$ cat config.mk
export PLATFORM = sky130hd
export DESIGN_NAME = pwm_multi
export DESIGN_NICKNAME = d
export VERILOG_FILES = /design/src/rtl/pwm_multi.sv
export SDC_FILE = /design/constraint.sdc
export NUM_CORES = 1
export LEC_CHECK = 0
export CAP_MARGIN = 40
export CORE_MARGIN = 5
export CORE_UTILIZATION = 41
export DETAILED_ROUTE_END_ITERATION = 16
export PLACE_DENSITY = 0.72
export SYNTH_ARGS = -nofsm -noshare
export SYNTH_HDL_FRONTEND = slang
export SYNTH_SLANG_ARGS = --single-unit
$ cat constraint.sdc
create_clock -name clk -period 6.59 [get_ports clk]
set_clock_uncertainty 0.05 [all_clocks]
set_input_delay 1.318 -clock clk [delete_from_list [all_inputs] [get_ports clk]]
set_output_delay 1.318 -clock clk [all_outputs]
set_load 0.01 [all_outputs]
$ cat src/rtl/pwm_multi.sv
// pwm_multi: multi-channel PWM with a shared prescaler and period counter, double-buffered duty.
// Define PWM_CENTER_ALIGN_EN to add center-aligned (up/down) counting selected by 'mode'.
module pwm_multi #(
    parameter int NUM_CH = 3,
    parameter int CNT_W  = 8,
    parameter int PRE_W  = 32
) (
    input  logic                    clk,
    input  logic                    reset_n,
    input  logic                    enable,
    input  logic [PRE_W-1:0]        prescale,
    input  logic [CNT_W-1:0]        period,
    input  logic [NUM_CH*CNT_W-1:0] duty,
    input  logic                    duty_load,
    input  logic [NUM_CH-1:0]       polarity,
    input  logic                    mode,
    output logic [NUM_CH-1:0]       pwm_out,
    output logic                    period_start,
    output logic                    duty_pending
);

    logic [PRE_W-1:0]        pre_cnt;
    logic [CNT_W-1:0]        cnt;
    logic [CNT_W-1:0]        cnt_nxt;
    logic [NUM_CH*CNT_W-1:0] active_duty;
    logic [NUM_CH*CNT_W-1:0] shadow_duty;
    logic [NUM_CH-1:0]       pwm_nxt;
    logic                    tick;
    logic                    wrap;
`ifdef PWM_CENTER_ALIGN_EN
    logic                    dir;
    logic                    dir_nxt;
`else
    logic                    mode_unused;
    assign mode_unused = mode;
`endif

    always_comb begin
        tick    = enable && (pre_cnt >= prescale);
        cnt_nxt = cnt;
        wrap    = 1'b0;
`ifdef PWM_CENTER_ALIGN_EN
        dir_nxt = dir;
`endif
        if (tick) begin
`ifdef PWM_CENTER_ALIGN_EN
            // Down-count (or reversal) that lands on 0 is the period boundary.
            if (mode) begin
                if (!dir && (cnt < period)) begin
                    cnt_nxt = cnt + CNT_W'(1);
                end else if (cnt <= CNT_W'(1)) begin
                    cnt_nxt = '0;
                    dir_nxt = 1'b0;
                    wrap    = 1'b1;
                end else begin
                    cnt_nxt = cnt - CNT_W'(1);
                    dir_nxt = 1'b1;
                end
            end else begin
                dir_nxt = 1'b0;
                if (cnt >= period) begin
                    cnt_nxt = '0;
                    wrap    = 1'b1;
                end else begin
                    cnt_nxt = cnt + CNT_W'(1);
                end
            end
`else
            if (cnt >= period) begin
                cnt_nxt = '0;
                wrap    = 1'b1;
            end else begin
                cnt_nxt = cnt + CNT_W'(1);
            end
`endif
        end
    end

    always_comb begin
        pwm_nxt = '0;
        for (int i = 0; i < NUM_CH; i++) begin
            pwm_nxt[i] = (cnt < active_duty[i*CNT_W +: CNT_W]) ^ polarity[i];
        end
    end

    always_ff @(posedge clk or negedge reset_n) begin
        if (!reset_n) begin
            pre_cnt      <= '0;
            cnt          <= '0;
            active_duty  <= '0;
            shadow_duty  <= '0;
            pwm_out      <= '0;
            period_start <= 1'b0;
            duty_pending <= 1'b0;
`ifdef PWM_CENTER_ALIGN_EN
            dir          <= 1'b0;
`endif
        end else if (!enable) begin
            // Idle: loads bypass the shadow; a leftover shadow is promoted so both stay equal.
            pre_cnt      <= '0;
            cnt          <= '0;
            pwm_out      <= polarity;
            period_start <= 1'b0;
            duty_pending <= 1'b0;
`ifdef PWM_CENTER_ALIGN_EN
            dir          <= 1'b0;
`endif
            if (duty_load) begin
                active_duty <= duty;
                shadow_duty <= duty;
            end else begin
                active_duty <= shadow_duty;
            end
        end else begin
            pre_cnt      <= tick ? '0 : pre_cnt + PRE_W'(1);
            cnt          <= cnt_nxt;
            period_start <= wrap;
            pwm_out      <= pwm_nxt;
`ifdef PWM_CENTER_ALIGN_EN
            dir          <= dir_nxt;
`endif
            if (wrap) begin
                active_duty  <= shadow_duty;
                duty_pending <= duty_load;
                if (duty_load) begin
                    shadow_duty <= duty;
                end
            end else if (duty_load) begin
                shadow_duty  <= duty;
                duty_pending <= 1'b1;
            end
        end
    end

endmodule

==> metrics <==
worst path cell trace=clkdlybuf4s50_1, inv_1, ha_1, nand4_1, or3_1, nor3_1, o31ai_1, a311oi_4, buf_4, nor2_2, buf_8, a221o_1; DRC=0; post-CTS resize count=0; first-pass GRT wire length=21380 um; initial antenna violation count=0; GRT Util Overall=16.33%; worst path required time=6.76 ns; Die Area=0.01588 sq mm; height of the die=126.0 um; Crit path max-delay family=simple AND/OR/NAND/NOR gates; CTS HTree Levels=3; final worst-path cycle share=67.00%; # fillers=1225; Finish-stage setup viols=0; die width=126.0 um; Min Hold Slack=0.4581 ns; Overflow after GRT=0; routability cong.=0.8057; drt via density=5.281; Multi-input gate area=0.002860 sq mm; Synthesized Nets=685; area delta synth->final=22.76%; Synth Area in Adders=14.28%; clock-pin slew on the worst setup and hold paths=0.06 ns; Main synth FF type=dfrtp_1; Post-DP Area=0.006482 sq mm; Simple-Gate Fraction of Synth Area=15.39%; Final Hold Fails=0; f_max=0.2265 GHz; crit path DAT=4.59 ns; Synth Area per Inst=10.04 sq um; Pleak=3.243 nW; R2R depth=11; non-filler cells, final=807; XOR/XNOR Fraction of Synth Area=5.236%; asr flop ratio synth=100.0%; post-layout minimum cycle time=4.416 ns; share of cells above drive strength 1=7.765%; CTS tree=done; CP max stage delay=0.46 ns; CP max FO=27; post-CTS setup buffer count=0; max cap viols=0; # diodes=0; Placement Setup Slack=1.800 ns; router iterations before antenna repair=4; unrepaired setup endpoints after global routing=no; largest family of logic cells by synthesized area=simple AND/OR/NAND/NOR gates; synthesized instance count=550; Layout Nets=762; mapped cell area=0.005520 sq mm; DP Cell Count=792; worst min path class=flip-flop to flip-flop; Final Cell Area=0.006777 sq mm; Setup crit start kind=input pin; Root Driver=clkbuf_16; core area=0.01324 sq mm; Ys Warns=0; vias in the first global route=4531; site row count=42; EDFF count, synth=0; PortBufs=75; CP max stage cell=clkdlybuf4s50_1; register area=0.002327 sq mm; Worst Hold Path Cells=1; Crit. End Element=flip-flop; cts hold-fix bufs=0; DRT iter0 DRCs=179; wirelength, routed=12430 um; CTS Buf Count=9; DR vias=4262; antenna-violating nets left=0; status=finished clean; Clk Latency, worst-skew pair=0.34 ns; peak supply drop=0.1454 mV; Slew HR=60.61%; Initial Util=41.69%; Tightest Pin Transition=0.5863 ns; clk sinks=93; number of distinct library cells after synthesis=40; #FFs+latches synth=93; CTS Buffer Depth=2; Power Density=196.3 mW/mm^2; WP buf/inv=4; sequential fraction of the synthesis area=42.16%; worst setup margin=2.174 ns; CP Class=input pin to flip-flop; I/O pin cnt=77; setup_tns=0 ns; routed len/inst=15.40 um; compound-cell area share of the yosys netlist=12.01%; pins over their slew limit=0; WP depth=12; mux contribution to synthesized area=4.896%; largest net degree at the start of global routing=49; Post-DP HPWL=9124 um
## cell usage after synthesis, types with 7 or more instances
| master | n | share of area, % |
|---|---|---|
| o21ai_0 | 10 | 0.91 |
| inv_1 | 67 | 4.6 |
| a21oi_1 | 17 | 1.5 |
| a21o_1 | 10 | 1.4 |
| and2_1 | 24 | 2.7 |
| nand3_1 | 21 | 1.9 |
| clkbuf_1 | 12 | 0.82 |
| nand2_1 | 30 | 2.0 |
| xnor2_1 | 12 | 1.9 |
| ha_1 | 63 | 14 |
| and3_1 | 9 | 1.0 |
| nand2b_1 | 8 | 0.91 |
| mux2_2 | 24 | 4.9 |
| nor2_1 | 43 | 2.9 |
| a221o_1 | 26 | 4.7 |
| dfrtp_1 | 93 | 42 |
| nand4_1 | 7 | 0.79 |
| xor2_1 | 21 | 3.3 |
## layout make-up
type                       count  share of cell area (%)
inverter                      67                   3.711
timing repair buffer          83                   12.15
clock inverter                 1                  0.4431
tap                          176                   3.250
clock buffer                  14                   3.896
sequential                    93                   34.34
multi-input combinational    373                   42.21
## state kept, by name, summed over array words and instances (netlist names)
register	flops
shadow_duty	24
pre_cnt	32
cnt	8
period_start	1
pwm_out	3
duty_pending	1
active_duty	24
## per-stage QoR
stage | power [mW] | utilization (%)
after floorplan | 0.7315 | -
after global placement | 0.8117 | 48.72
after detailed placement | 0.8244 | 48.95
after CTS | 1.351 | 51.17
after global routing | 1.396 | 51.17
final | 1.330 | 51.17
## report_power, final
| group | switching (mW) | total (mW) | internal, mW |
|---|---|---|---|
| Sequential | 0.0223 | 0.631 | 0.609 |
| Combinational | 0.0782 | 0.181 | 0.102 |
| Clock | 0.206 | 0.519 | 0.313 |
| Total | 0.306 | 1.33 | 1.02 |
## worst reg2reg max path, stage by stage, from the launching register on
cell       delay [ns]
dfrtp_1          0.41
inv_1            0.06
ha_1             0.25
nand2b_1         0.13
a2111oi_0        0.48
nor3_1           0.12
o31ai_1          0.53
a311oi_4         0.14
buf_4            0.26
nor2_2           0.48
buf_8            0.24
a221o_1          0.17
## per-layer routing
| layer | wire length [um] | vias to the layer above | GRT usage [%] |
|---|---|---|---|
| met3 | 632 | 14 | 4.572 |
| met2 | 6337 | 107 | 29.26 |
| met5 | 0 | - | 0 |
| met4 | 145 | 0 | 3.533 |
| li1 | - | 2069 | - |
| met1 | 5314 | 2072 | 19.57 |
## final timing paths
| path | start | to | slack [ns] |
|---|---|---|---|
| setup / recovery | prescale[14] | active_duty[7]$_DFFE_PN0P_ | 2.17 |
| hold / removal | shadow_duty[2]$_DFF_PN0_ | active_duty[2]$_DFFE_PN0P_ | 0.46 |
| hold reg to reg | shadow_duty[2]$_DFF_PN0_ | active_duty[2]$_DFFE_PN0P_ | 0.46 |
| setup reg to reg | pre_cnt[0]$_DFF_PN0_ | active_duty[7]$_DFFE_PN0P_ | 3.18 |
| max in group asynchronous | reset_n | pre_cnt[30]$_DFF_PN0_ | 4.55 |
| min in group asynchronous | reset_n | pwm_out[2]$_DFF_PN0_ | 0.92 |
## layout by cell type (no fill, tap or decap), drive strengths merged, types with 12 or more instances in the layout
| cell type | synthesis | layout |
|---|---|---|
| dfrtp | 93 | 93 |
| clkdlybuf4s50 | 0 | 74 |
| inv | 67 | 67 |
| ha | 63 | 63 |
| nor2 | 44 | 44 |
| nand2 | 30 | 30 |
| a221o | 26 | 26 |
| and2 | 24 | 24 |
| mux2 | 24 | 24 |
| nand3 | 21 | 21 |
| xor2 | 21 | 21 |
| a21oi | 17 | 17 |
| clkbuf | 12 | 14 |
| xnor2 | 12 | 12 |
## kinds of logic (layout without fill, tap and decap cells)
logic type / after synthesis / in the layout
AOI/OAI and AO/OA: 86 / 86
and+or+nand+nor: 167 / 167
muxes: 24 / 24
DFF: 93 / 93
buffers and inverters: 84 / 165
adders and majority gates: 63 / 63
xor gates and xnor gates: 33 / 33
Power figures use the tool's default switching activity.
==> RTL edit (same settings) <==
The parameter `PRE_W` goes from 32 to 40.
--- a/src/rtl/pwm_multi.sv
+++ b/src/rtl/pwm_multi.sv
@@ -4,5 +4,5 @@
     parameter int NUM_CH = 3,
     parameter int CNT_W  = 8,
-    parameter int PRE_W  = 32
+    parameter int PRE_W  = 40
 ) (
     input  logic                    clk,
Interface: changed (resized prescale); port bits go from 77 to 85. No check against the original RTL was run, so the function may have changed too.
==> RTL edit against the unedited design <==
Count of clock-buffer cells in the layout fell by 5. Setup slack improved by 0.36 ns. Routed wire length up 6.9%. Sequential power up 6.5%. Highest routed layer unchanged. Cell area grew 14%. Sequential cell count is 8 higher. Total power rose by 7.4%. Area after synthesis grew 15%.
==> RTL edit: results (changes against the unedited design) <==
| Metric | Value |
|---|---|
| GP Congestion | 0.8471 (was 0.8057) |
| Top Registers | pre_cnt (40), active_duty (24), shadow_duty (24) (was pre_cnt (32), active_duty (24), shadow_duty (24)) |
| Via count | 4,937 (was 4,262) |
| DP Wirelength | 9302 µm (was 9124 µm) |
| Post-synthesis sequential area ratio | 0.3969 (was 0.4216) |
| M1 GR Usage | 0.1997 (was 0.1957) |
| Placed Area | 7383 µm² (was 6482 µm²) |
| Syn_nets | 853 (was 685) |
| Synth area leaders | dfrtp_1 40%, ha_1 14%, inv_1 5.0% (was dfrtp_1 42%, ha_1 14%, mux2_2 4.9%) |
| Status | complete, no violations (unchanged) |
| Metal2 WL | 6108 µm (was 6337 µm) |
| Mux share of post-synthesis cell area | 0.02830 (was 0.04896) |
| Hold WS | 0.4669 ns (was 0.4581 ns) |
| Detailed Route Iter0 Violations | 216 (was 179) |
| Yosys cell types | 41 (was 40) |
| Worst rel slew slack | 0.4622 (was 0.6061) |
| Largest net degree at the start of global routing | 71 (was 49) |
| Fin nets | 926 (was 762) |
| Worst Path Max Fanout | 64 (was 27) |
| Largest delay share family, worst path | buffers and inverters (was simple AND/OR/NAND/NOR gates) |
| Reg2reg path depth | 10 (was 11) |
| GR Util met2 | 0.2465 (was 0.2926) |
| Min-Delay Startpoint | shadow_duty[11]$_DFF_PN0_ (was shadow_duty[2]$_DFF_PN0_) |
| Dpl cells | 952 (was 792) |
| Register-to-Register Setup Slack | 3.56 ns (was 3.18 ns) |
| Leakage power | 3.703 nW (was 3.243 nW) |
| Layout cells sized above 1 | 0.05769 (was 0.07765) |
| Layout Cells excl Fill | 968 (was 807) |
| First-pass GRT wire length | 22,380 µm (was 21,380 µm) |
| Worst Setup SP | prescale[22] (was prescale[14]) |
| Compound-Gate Fraction of Synth Area | 0.1299 (was 0.1201) |
| Post-route setup slack | 2.534 ns (was 2.174 ns) |
| Reg2Reg Capture Point | pre_cnt[7]$_DFF_PN0_ (was active_duty[7]$_DFFE_PN0P_) |
| Crit path DAT | 4.22 ns (was 4.59 ns) |
| Vias in the first global route | 4,692 (was 4,531) |
| Post-Synth XOR/XNOR Area | 0.05640 (was 0.05236) |
| Hold Crit Endpoint | shadow_duty[11]$_DFF_PN0_ (was active_duty[2]$_DFFE_PN0P_) |
| Gr usage total | 0.1502 (was 0.1633) |
| Post-Syn Instances | 702 (was 550) |
| Maximum vdd ir drop | 0.0001828 V (was 0.0001454 V) |
| Buffers on Ports | 83 (was 75) |
| Routed wl met3 | 595 µm (was 632 µm) |
| WL/cell | 13.73 µm (was 15.40 µm) |
==> RTL edit: cell count changes after synthesis, sizes merged, moves of 12 or more <==
cell | before | now
and2 | 24 | 1
or3b | 0 | 18
o21ai | 10 | 48
a221o | 26 | 0
a21oi | 17 | 30
inv | 67 | 85
a31oi | 2 | 19
nand2 | 30 | 47
nor2 | 44 | 82
clkbuf | 12 | 24
==> RTL edit: layout make-up <==
type / count / area (µm²) / share of cell area
Multi-Input combinational cell: 488 / 3413 / 0.4429
Sequential cell: 101 / 2527 / 0.3280
Timing Repair Buffer: 90 / 888.4 / 0.1153
Inverter: 85 / 319.1 / 0.04140
Tap cell: 188 / 235.2 / 0.03052
Clock buffer: 9 / 225.2 / 0.02923
Clock inverter: 7 / 97.59 / 0.01266
==> RTL edit: where the power goes <==
part	internal (mW)	switching, mW
sequential	0.655	0.0162
clock	0.334	0.238
combinational	0.0969	0.0886
total	1.09	0.343
